<file path="config.mk">
export PLATFORM = sky130hd
export DESIGN_NAME = regfile_arbiter
export DESIGN_NICKNAME = d
export VERILOG_FILES = /design/src/rtl/regfile_arb_pkg.sv /design/src/rtl/rr_arb2.sv /design/src/rtl/regfile_arbiter.sv
export SDC_FILE = /design/constraint.sdc
export NUM_CORES = 1
export LEC_CHECK = 0
export ABC_CLOCK_PERIOD_IN_PS = 1520
export CORE_AREA = 2 2 113 115
export CTS_CLUSTER_DIAMETER = 100
export DETAILED_ROUTE_END_ITERATION = 8
export DIE_AREA = 0 0 115 117
export GPL_TIMING_DRIVEN = 0
export PLACE_DENSITY = 0.76
export SETUP_SLACK_MARGIN = 0.02
export SYNTH_ARGS = -nofsm -noshare
export SYNTH_HDL_FRONTEND = slang
export SYNTH_SLANG_ARGS = --single-unit
</file>
<file path="constraint.sdc">
create_clock -name clk -period 1.52 [get_ports clk]
set_clock_uncertainty 0.05 [all_clocks]
set_input_delay 0.38 -clock clk [delete_from_list [all_inputs] [get_ports clk]]
set_output_delay 0.38 -clock clk [all_outputs]
set_load 0.005 [all_outputs]
</file>
<file path="src/rtl/regfile_arb_pkg.sv">
// Shared definitions for the two-requester register-file arbiter:
// controller state encoding and response codes.
package regfile_arb_pkg;

   localparam logic [1:0] RESP_OKAY   = 2'b00;
   localparam logic [1:0] RESP_SLVERR = 2'b10;
   localparam logic [1:0] RESP_DECERR = 2'b11;

   typedef enum logic [1:0] {
      ST_IDLE  = 2'd0,
      ST_ISSUE = 2'd1,
      ST_RESP  = 2'd2
   } arb_state_e;

endpackage

</file>
<file path="src/rtl/rr_arb2.sv">
// Two-way round-robin picker; remembers the last winner so that a
// simultaneous request goes to the other requester next time.
module rr_arb2 (
   input  logic       clk,
   input  logic       rst,
   input  logic       en,
   input  logic [1:0] req,
   output logic [1:0] gnt
);

   // last_q = 1 means requester 1 won most recently, so requester 0 is favoured
   logic last_q;
   logic last_d;

   always_comb begin
      gnt = '0;
      if (en) begin
         if (req == 2'b11) begin
            gnt = last_q ? 2'b01 : 2'b10;
         end else begin
            gnt = req;
         end
      end
   end

   always_comb begin
      last_d = last_q;
      if (gnt[1]) begin
         last_d = 1'b1;
      end else if (gnt[0]) begin
         last_d = 1'b0;
      end
   end

   always_ff @(posedge clk) begin
      if (rst) begin
         last_q <= 1'b1;
      end else begin
         last_q <= last_d;
      end
   end

endmodule

</file>
<file path="src/rtl/regfile_arbiter.sv">
// Arbitrates two requesters onto a single-ported register file with one
// transaction in flight: accept, access, then hold the response until taken.
module regfile_arbiter
   import regfile_arb_pkg::*;
#(
   parameter int unsigned DATA_WIDTH = 32,
   parameter int unsigned NUM_REGS   = 16,
   localparam int unsigned AW = $clog2(NUM_REGS),
   localparam int unsigned SW = DATA_WIDTH / 8
) (
   input  logic                  clk,
   input  logic                  rst,

   input  logic                  m0_valid,
   output logic                  m0_ready,
   input  logic                  m0_we,
   input  logic [AW-1:0]         m0_addr,
   input  logic [DATA_WIDTH-1:0] m0_wdata,
   input  logic [SW-1:0]         m0_strb,
   output logic                  m0_rsp_valid,
   input  logic                  m0_rsp_ready,
   output logic [DATA_WIDTH-1:0] m0_rdata,
   output logic [1:0]            m0_resp,

   input  logic                  m1_valid,
   output logic                  m1_ready,
   input  logic                  m1_we,
   input  logic [AW-1:0]         m1_addr,
   input  logic [DATA_WIDTH-1:0] m1_wdata,
   input  logic [SW-1:0]         m1_strb,
   output logic                  m1_rsp_valid,
   input  logic                  m1_rsp_ready,
   output logic [DATA_WIDTH-1:0] m1_rdata,
   output logic [1:0]            m1_resp,

   output logic                  rf_wr_en,
   output logic [AW-1:0]         rf_wr_addr,
   output logic [DATA_WIDTH-1:0] rf_wr_data,
   output logic [SW-1:0]         rf_wr_strb,
   input  logic [1:0]            rf_wr_resp,
   output logic                  rf_rd_en,
   output logic [AW-1:0]         rf_rd_addr,
   input  logic [DATA_WIDTH-1:0] rf_rd_data
);

   arb_state_e            state_q, state_d;
   logic                  owner_q, owner_d;
   logic                  we_q, we_d;
   logic [AW-1:0]         addr_q, addr_d;
   logic [DATA_WIDTH-1:0] wdata_q, wdata_d;
   logic [SW-1:0]         strb_q, strb_d;
   logic [DATA_WIDTH-1:0] rdata_q, rdata_d;
   logic [1:0]            resp_q, resp_d;

   logic                  arb_en;
   logic [1:0]            gnt;
   logic                  owner_rsp_ready;

   // Grants are only taken in IDLE, and never while reset is being applied
   assign arb_en = (state_q == ST_IDLE) && !rst;

   rr_arb2 u_rr_arb2 (
      .clk (clk),
      .rst (rst),
      .en  (arb_en),
      .req ({m1_valid, m0_valid}),
      .gnt (gnt)
   );

   assign owner_rsp_ready = owner_q ? m1_rsp_ready : m0_rsp_ready;

   always_comb begin
      state_d = state_q;
      owner_d = owner_q;
      we_d    = we_q;
      addr_d  = addr_q;
      wdata_d = wdata_q;
      strb_d  = strb_q;
      rdata_d = rdata_q;
      resp_d  = resp_q;

      m0_ready     = 1'b0;
      m1_ready     = 1'b0;
      m0_rsp_valid = 1'b0;
      m1_rsp_valid = 1'b0;
      m0_rdata     = '0;
      m1_rdata     = '0;
      m0_resp      = RESP_OKAY;
      m1_resp      = RESP_OKAY;
      rf_wr_en     = 1'b0;
      rf_rd_en     = 1'b0;
      rf_wr_addr   = '0;
      rf_rd_addr   = '0;
      rf_wr_data   = '0;
      rf_wr_strb   = '0;

      unique case (state_q)
         ST_IDLE: begin
            if (gnt != 2'b00) begin
               m0_ready = gnt[0];
               m1_ready = gnt[1];
               owner_d  = gnt[1];
               we_d     = gnt[1] ? m1_we    : m0_we;
               addr_d   = gnt[1] ? m1_addr  : m0_addr;
               wdata_d  = gnt[1] ? m1_wdata : m0_wdata;
               strb_d   = gnt[1] ? m1_strb  : m0_strb;
               state_d  = ST_ISSUE;
            end
         end
         ST_ISSUE: begin
            rf_wr_addr = addr_q;
            rf_rd_addr = addr_q;
            if (we_q) begin
               rf_wr_en   = 1'b1;
               rf_wr_data = wdata_q;
               rf_wr_strb = strb_q;
               rdata_d    = '0;
               resp_d     = rf_wr_resp;
            end else begin
               rf_rd_en = 1'b1;
               rdata_d  = rf_rd_data;
               resp_d   = RESP_OKAY;
            end
            state_d = ST_RESP;
         end
         ST_RESP: begin
            if (owner_q) begin
               m1_rsp_valid = 1'b1;
               m1_rdata     = rdata_q;
               m1_resp      = resp_q;
            end else begin
               m0_rsp_valid = 1'b1;
               m0_rdata     = rdata_q;
               m0_resp      = resp_q;
            end
            if (owner_rsp_ready) begin
               state_d = ST_IDLE;
            end
         end
         default: begin
            state_d = ST_IDLE;
         end
      endcase
   end

   always_ff @(posedge clk) begin
      if (rst) begin
         state_q <= ST_IDLE;
         owner_q <= 1'b0;
         we_q    <= 1'b0;
         addr_q  <= '0;
         wdata_q <= '0;
         strb_q  <= '0;
         rdata_q <= '0;
         resp_q  <= RESP_OKAY;
      end else begin
         state_q <= state_d;
         owner_q <= owner_d;
         we_q    <= we_d;
         addr_q  <= addr_d;
         wdata_q <= wdata_d;
         strb_q  <= strb_d;
         rdata_q <= rdata_d;
         resp_q  <= resp_d;
      end
   end

endmodule
</file>
# Word level (Yosys, flattened, before mapping)
# Index checks and enable logic that the tools add are counted.
dict set report classes {
  n_eq_ne 5
  n_reduce_logical 7
  n_mux 38
}
# op n
set op_table {}
lappend op_table {{two-way mux 32 bit} 8}
lappend op_table {{two-way mux 2 bit} 10}
lappend op_table {{two-way mux 4 bit} 5}
lappend op_table {{two-way mux 1 bit} 14}
lappend op_table {{case mux 2 bit (3 select lines)} 1}
lappend op_table {{== test 2 bit, second input constant} 2}
lappend op_table {{AND reduction 2 bit} 2}
lappend op_table {{== test 2 x 1 -> 1 bit, second input constant} 1}
lappend op_table {{zero test 2 bit} 1}
lappend op_table {{!= test 2 x 1 -> 1 bit, second input constant} 1}
lappend op_table {{!= test 2 bit, second input constant} 1}
lappend op_table {{nonzero test 2 bit} 1}
lappend op_table {{OR reduction 2 bit} 1}
lappend op_table {{logical AND 1 bit} 1}
lappend op_table {{zero test 1 bit} 1}
dict set report totals {
  word_cells 59
  regBits 79
  inputBits 122
  out_inout_bits 118
}

# Longest topological paths before layout
dict set report logic_depth {
  word_depth 6
  ltp_mapped 6
  ltp_nobuf 3
}

# Cells and area by module
# A second synthesis with hierarchy kept.
dict set report hier_totals {
  hier_cells 496
  hier_area_um2 4307.9
}
# mod cells_per_inst instances area_per_inst_um2 seq_area_each_um2
set by_module_without_submodules {}
lappend by_module_without_submodules {regfile_arbiter 488 1 4249.1 1561.5}
lappend by_module_without_submodules {rr_arb2 8 1 58.8 20.0}

# Least setup slack after synthesis
# Ideal clock, no wire load.
dict set report synth_path {
  kind {register to output}
  from {reg state_q[0]}
  to {out rf_wr_addr[0]}
  required_time_ns 1.090
  slack_ns -0.172
  path_buffers 3
  path_stages_with_launch 6
  arrival_time_ns 1.262
  cell_sequence {dfxtp_1 nor2b_1 buf_2 clkbuf_1 and2_1 buf_4}
}
dict set report synth_via {
  elab_chain_cells 2
}
# item line
set synth_lines {}
lappend synth_lines {{from (decl)} regfile_arbiter.sv:46} ;# arb_state_e state_q, state_d;
lappend synth_lines {{from (signal assigned)} regfile_arbiter.sv:157} ;# state_q <= state_d;
lappend synth_lines {{== test 2 x 1 -> 1 bit} n/a}
lappend synth_lines {{two-way mux 4 bit} n/a}
lappend synth_lines {{to (decl)} regfile_arbiter.sv:37} ;# output logic [AW-1:0] rf_wr_addr,
# Every way passes these cells.

# Final worst setup path
dict set report layout_path {
  from {reg state_q[1]}
  to {out m1_rdata[4]}
}
dict set report layout_via {
  elab_chain_cells 2
}
# item line
set layout_lines {}
lappend layout_lines {{== test 2 bit} regfile_arbiter.sv:97} ;# unique case (state_q)
lappend layout_lines {{two-way mux 32 bit} regfile_arbiter.sv:97}
lappend layout_lines {{to (decl)} regfile_arbiter.sv:33} ;# output logic [DATA_WIDTH-1:0] m1_rdata,
# Every way passes these cells.

==> results.sh <==
export IMPL_grt_pass1_vias=5681
export IMPL_initial_core_util=0.341
export IMPL_clock_latency_ps=340
export IMPL_timing_rr_start="state_q[0]"
export IMPL_combPwrFrac=0.323
export IMPL_hp_class="flip-flop to flip-flop"
export IMPL_synth_top_cells_by_area="dfxtp_1 38%, and2_1 11%, a21oi_1 9.2%"
export IMPL_hold_viol=0
export IMPL_drt_total_wl_mm=22.5
export IMPL_port_buffers=238
export IMPL_worstMarginPinSlew_ps=743
export IMPL_syn_num_nets=669
export IMPL_via_per_inst=5.72
export IMPL_dpl_hpwl_mm=12.5
export IMPL_syn_instance_count=547
export IMPL_setup_worst_path_class="flip-flop to output pin"
export IMPL_synth_edf_count=0
export IMPL_cts_hold_buf=0
export IMPL_grtUsageTotal=0.275
export IMPL_grt_pass1_wl_mm=28.8
export IMPL_antenna_found_initial=0
export IMPL_cts_max_level=3
export IMPL_synth_top_area_share=0.376
export IMPL_synthFlopType="dfxtp_1"
export IMPL_post_route_min_period_ps=2060
export IMPL_final_setup_viol_count=175
export IMPL_seq_area_frac_synth=0.376
export IMPL_cp_arrival_ps=1630
export IMPL_ys_ff_latch=79
export IMPL_crit_required_ps=1090
export IMPL_diodes=0
export IMPL_slew_viol_final=0
export IMPL_route_detailed_drc=0
export IMPL_drt_antenna_violating_nets=0
export IMPL_crit_top_cell="buf_6"
export IMPL_drt_iter0_markers=422
export IMPL_wl_per_cell_um=22.1
export IMPL_slew_headroom=0.505
export IMPL_synth_area_per_cell_um2=7.69
export IMPL_reg2reg_depth=10
export IMPL_synthArstFlopShare=0
export IMPL_p_sw_frac=0.296
export IMPL_yosys_area_top_type="dfxtp_1"
export IMPL_clock_fmax_mhz=485
export IMPL_p_clk_frac=0.340
export IMPL_p_per_area_nw_per_um2=754
export IMPL_fin_ws_ps=-543
export IMPL_clk_pin_slew_ps=60
export IMPL_n_fill_cell=731
export IMPL_syn2layout_area_growth_pct=125
export IMPL_rsz0062_at_grt="true"
export IMPL_syn_area_um2=4200
export IMPL_r2r_end="wdata_q[31]"
export IMPL_cts_buffer_depth=2
export IMPL_rows=41
export IMPL_crit_chain="nor3b_4 -> buf_6 -> buf_8 -> buf_6 -> buf_6 -> and2_4 -> buf_6"
export IMPL_die_w_um=115
export IMPL_gp_congestion=0.819
export IMPL_critPathCapture="m1_rdata[4]"
export IMPL_dp_cells=935
export IMPL_synth_warnings=0
export IMPL_p_sw_w=0.00211
export IMPL_critPathLaunchType="flip-flop"
export IMPL_crit_path_end_kind="output pin"
export IMPL_firstDrtPassIters=5
export IMPL_drive_above_1_share=0.549
export IMPL_ir_drop_v=0.000703
export IMPL_synth_distinct_cells=28
export IMPL_outcome="finished with violations"
export IMPL_num_vias=5845
export IMPL_cp_max_fo=8
export IMPL_failed_checks="setup timing"
export IMPL_startpoint="state_q[1]"
export IMPL_grt_remaining_overflow=0
export IMPL_stdcell_count=1021
export IMPL_die_area_um2=13500
export IMPL_pin_count=240
export IMPL_dp_slack_ps=-1100
export IMPL_grt_max_degree=14
export IMPL_seqPwrFrac=0.337
export IMPL_period_share=1.36
export IMPL_slowest_delay_ps=390
export IMPL_cts_sinks=79
export IMPL_rrSetupSlack_ps=-380
export IMPL_num_nets_final=988
export IMPL_die_height_um=117
export IMPL_whs_path_depth=2
export IMPL_cap_violations=0
export IMPL_core_area_um2=12300
export IMPL_slowest_stage="dfxtp_4"
export IMPL_cts_tree="built"
export IMPL_intPower_w=0.00501
export IMPL_utilization=0.767
export IMPL_p_leak_nw=3.71
export IMPL_cts_made_buffers=9
export IMPL_cts_root_buffer="clkbuf_16"
-- what timing repair did --
item	CTS	global route
setup endpoints to repair	190	192
hold endpoints to repair	0	0
pin swaps	116	63
resized for setup	772	237
buffers inserted	52	17
cloned	14	7
-- power by group through the flow --
stage          registers, W  clock network [W]  logic, W
4_1_cts             0.00237            0.00241   0.00182
2_1_floorplan       0.00236                  0  0.000708
6_report            0.00240            0.00242   0.00230
3_5_place_dp        0.00240                  0   0.00131
3_3_place_gp        0.00239                  0   0.00129
5_1_grt             0.00241            0.00253   0.00241
-- worst min-delay path by stage --
| stage | startpoint | to | slack [ps] |
|---|---|---|---|
| finish | rdata_q[17] | rdata_q[17] | 430 |
| global placement | rdata_q[5] | rdata_q[5] | 400 |
| CTS | resp_q[0] | resp_q[0] | 420 |
| detailed placement | rdata_q[6] | rdata_q[6] | 400 |
| floorplan | rdata_q[23] | rdata_q[23] | 390 |
| global route | rdata_q[17] | rdata_q[17] | 450 |
-- registers in the layout, summed over array words and instances (netlist names) --
name,cells
strb_q,4
resp_q,2
addr_q,4
owner_q,1
we_q,1
wdata_q,32
rdata_q,32
u_rr_arb2.last_q,1
state_q,2
-- cell usage after synthesis, types with 2 or more instances --
cell type,n
dfxtp_1,79
a21oi_1,77
nand3_1,75
and2_1,73
a311oi_1,41
o21ai_1,38
and3_1,36
clkbuf_1,36
nand2_1,34
buf_2,20
buf_1,5
buf_4,5
buf_6,4
inv_1,4
o21ai_0,4
nor2_1,3
nor3b_2,2
-- cell type report --
type,count,area (um^2),share of cell area
clock buffer,11,253,0.0268
tap,150,188,0.0199
clock inverter,5,80.1,0.00848
sequential,79,1590,0.169
timing repair buffer,313,3460,0.367
multi-input combinational,394,3180,0.337
inverter,4,17.5,0.00185
buffer,65,672,0.0711
-- cell usage in the layout (no fill, tap or decap), drive strengths merged, types with 3 or more instances in the layout --
| cell | netlist | routed |
|---|---|---|
| inv | 4 | 4 |
| a311oi | 41 | 41 |
| clkbuf | 36 | 44 |
| nor2 | 3 | 3 |
| a21oi | 77 | 77 |
| and2 | 73 | 73 |
| clkdlybuf4s50 | 0 | 118 |
| dfxtp | 79 | 79 |
| nand3 | 75 | 75 |
| o21ai | 42 | 42 |
| and3 | 36 | 36 |
| buf | 34 | 225 |
| nand2 | 34 | 34 |
-- routing by layer --
layer	routed length [um]	GRT usage
met1	8180	0.292
met2	11800	0.512
met3	1710	0.0716
met4	833	0.122
met5	8	0
-- critical path: cells and delay by family (launching register included) --
family                 cells  cell delay [ps]
buffers and inverters      5              580
DFF                        1              390
and+or+nand+nor            2              310
-- kinds of logic after synthesis --
kind of cell / share of synthesized area
and+or+nand+nor: 0.301
AOI/OAI and AO/OA: 0.237
DFF: 0.376
buffers and inverters: 0.0836
muxes: 0.00238
-- per-stage QoR --
stage	hold slack, ps	cell area [um^2]	setup TNS [ps]	total power (W)
floorplan	386	4280	-392	0.00307
global placement	396	6850	-108470	0.00367
detailed placement	403	6850	-113470	0.00371
CTS	415	8450	-74120	0.00659
global route	447	9450	-71490	0.00735
finish	432	9450	-63220	0.00712
(Power assumes the default switching activity.)
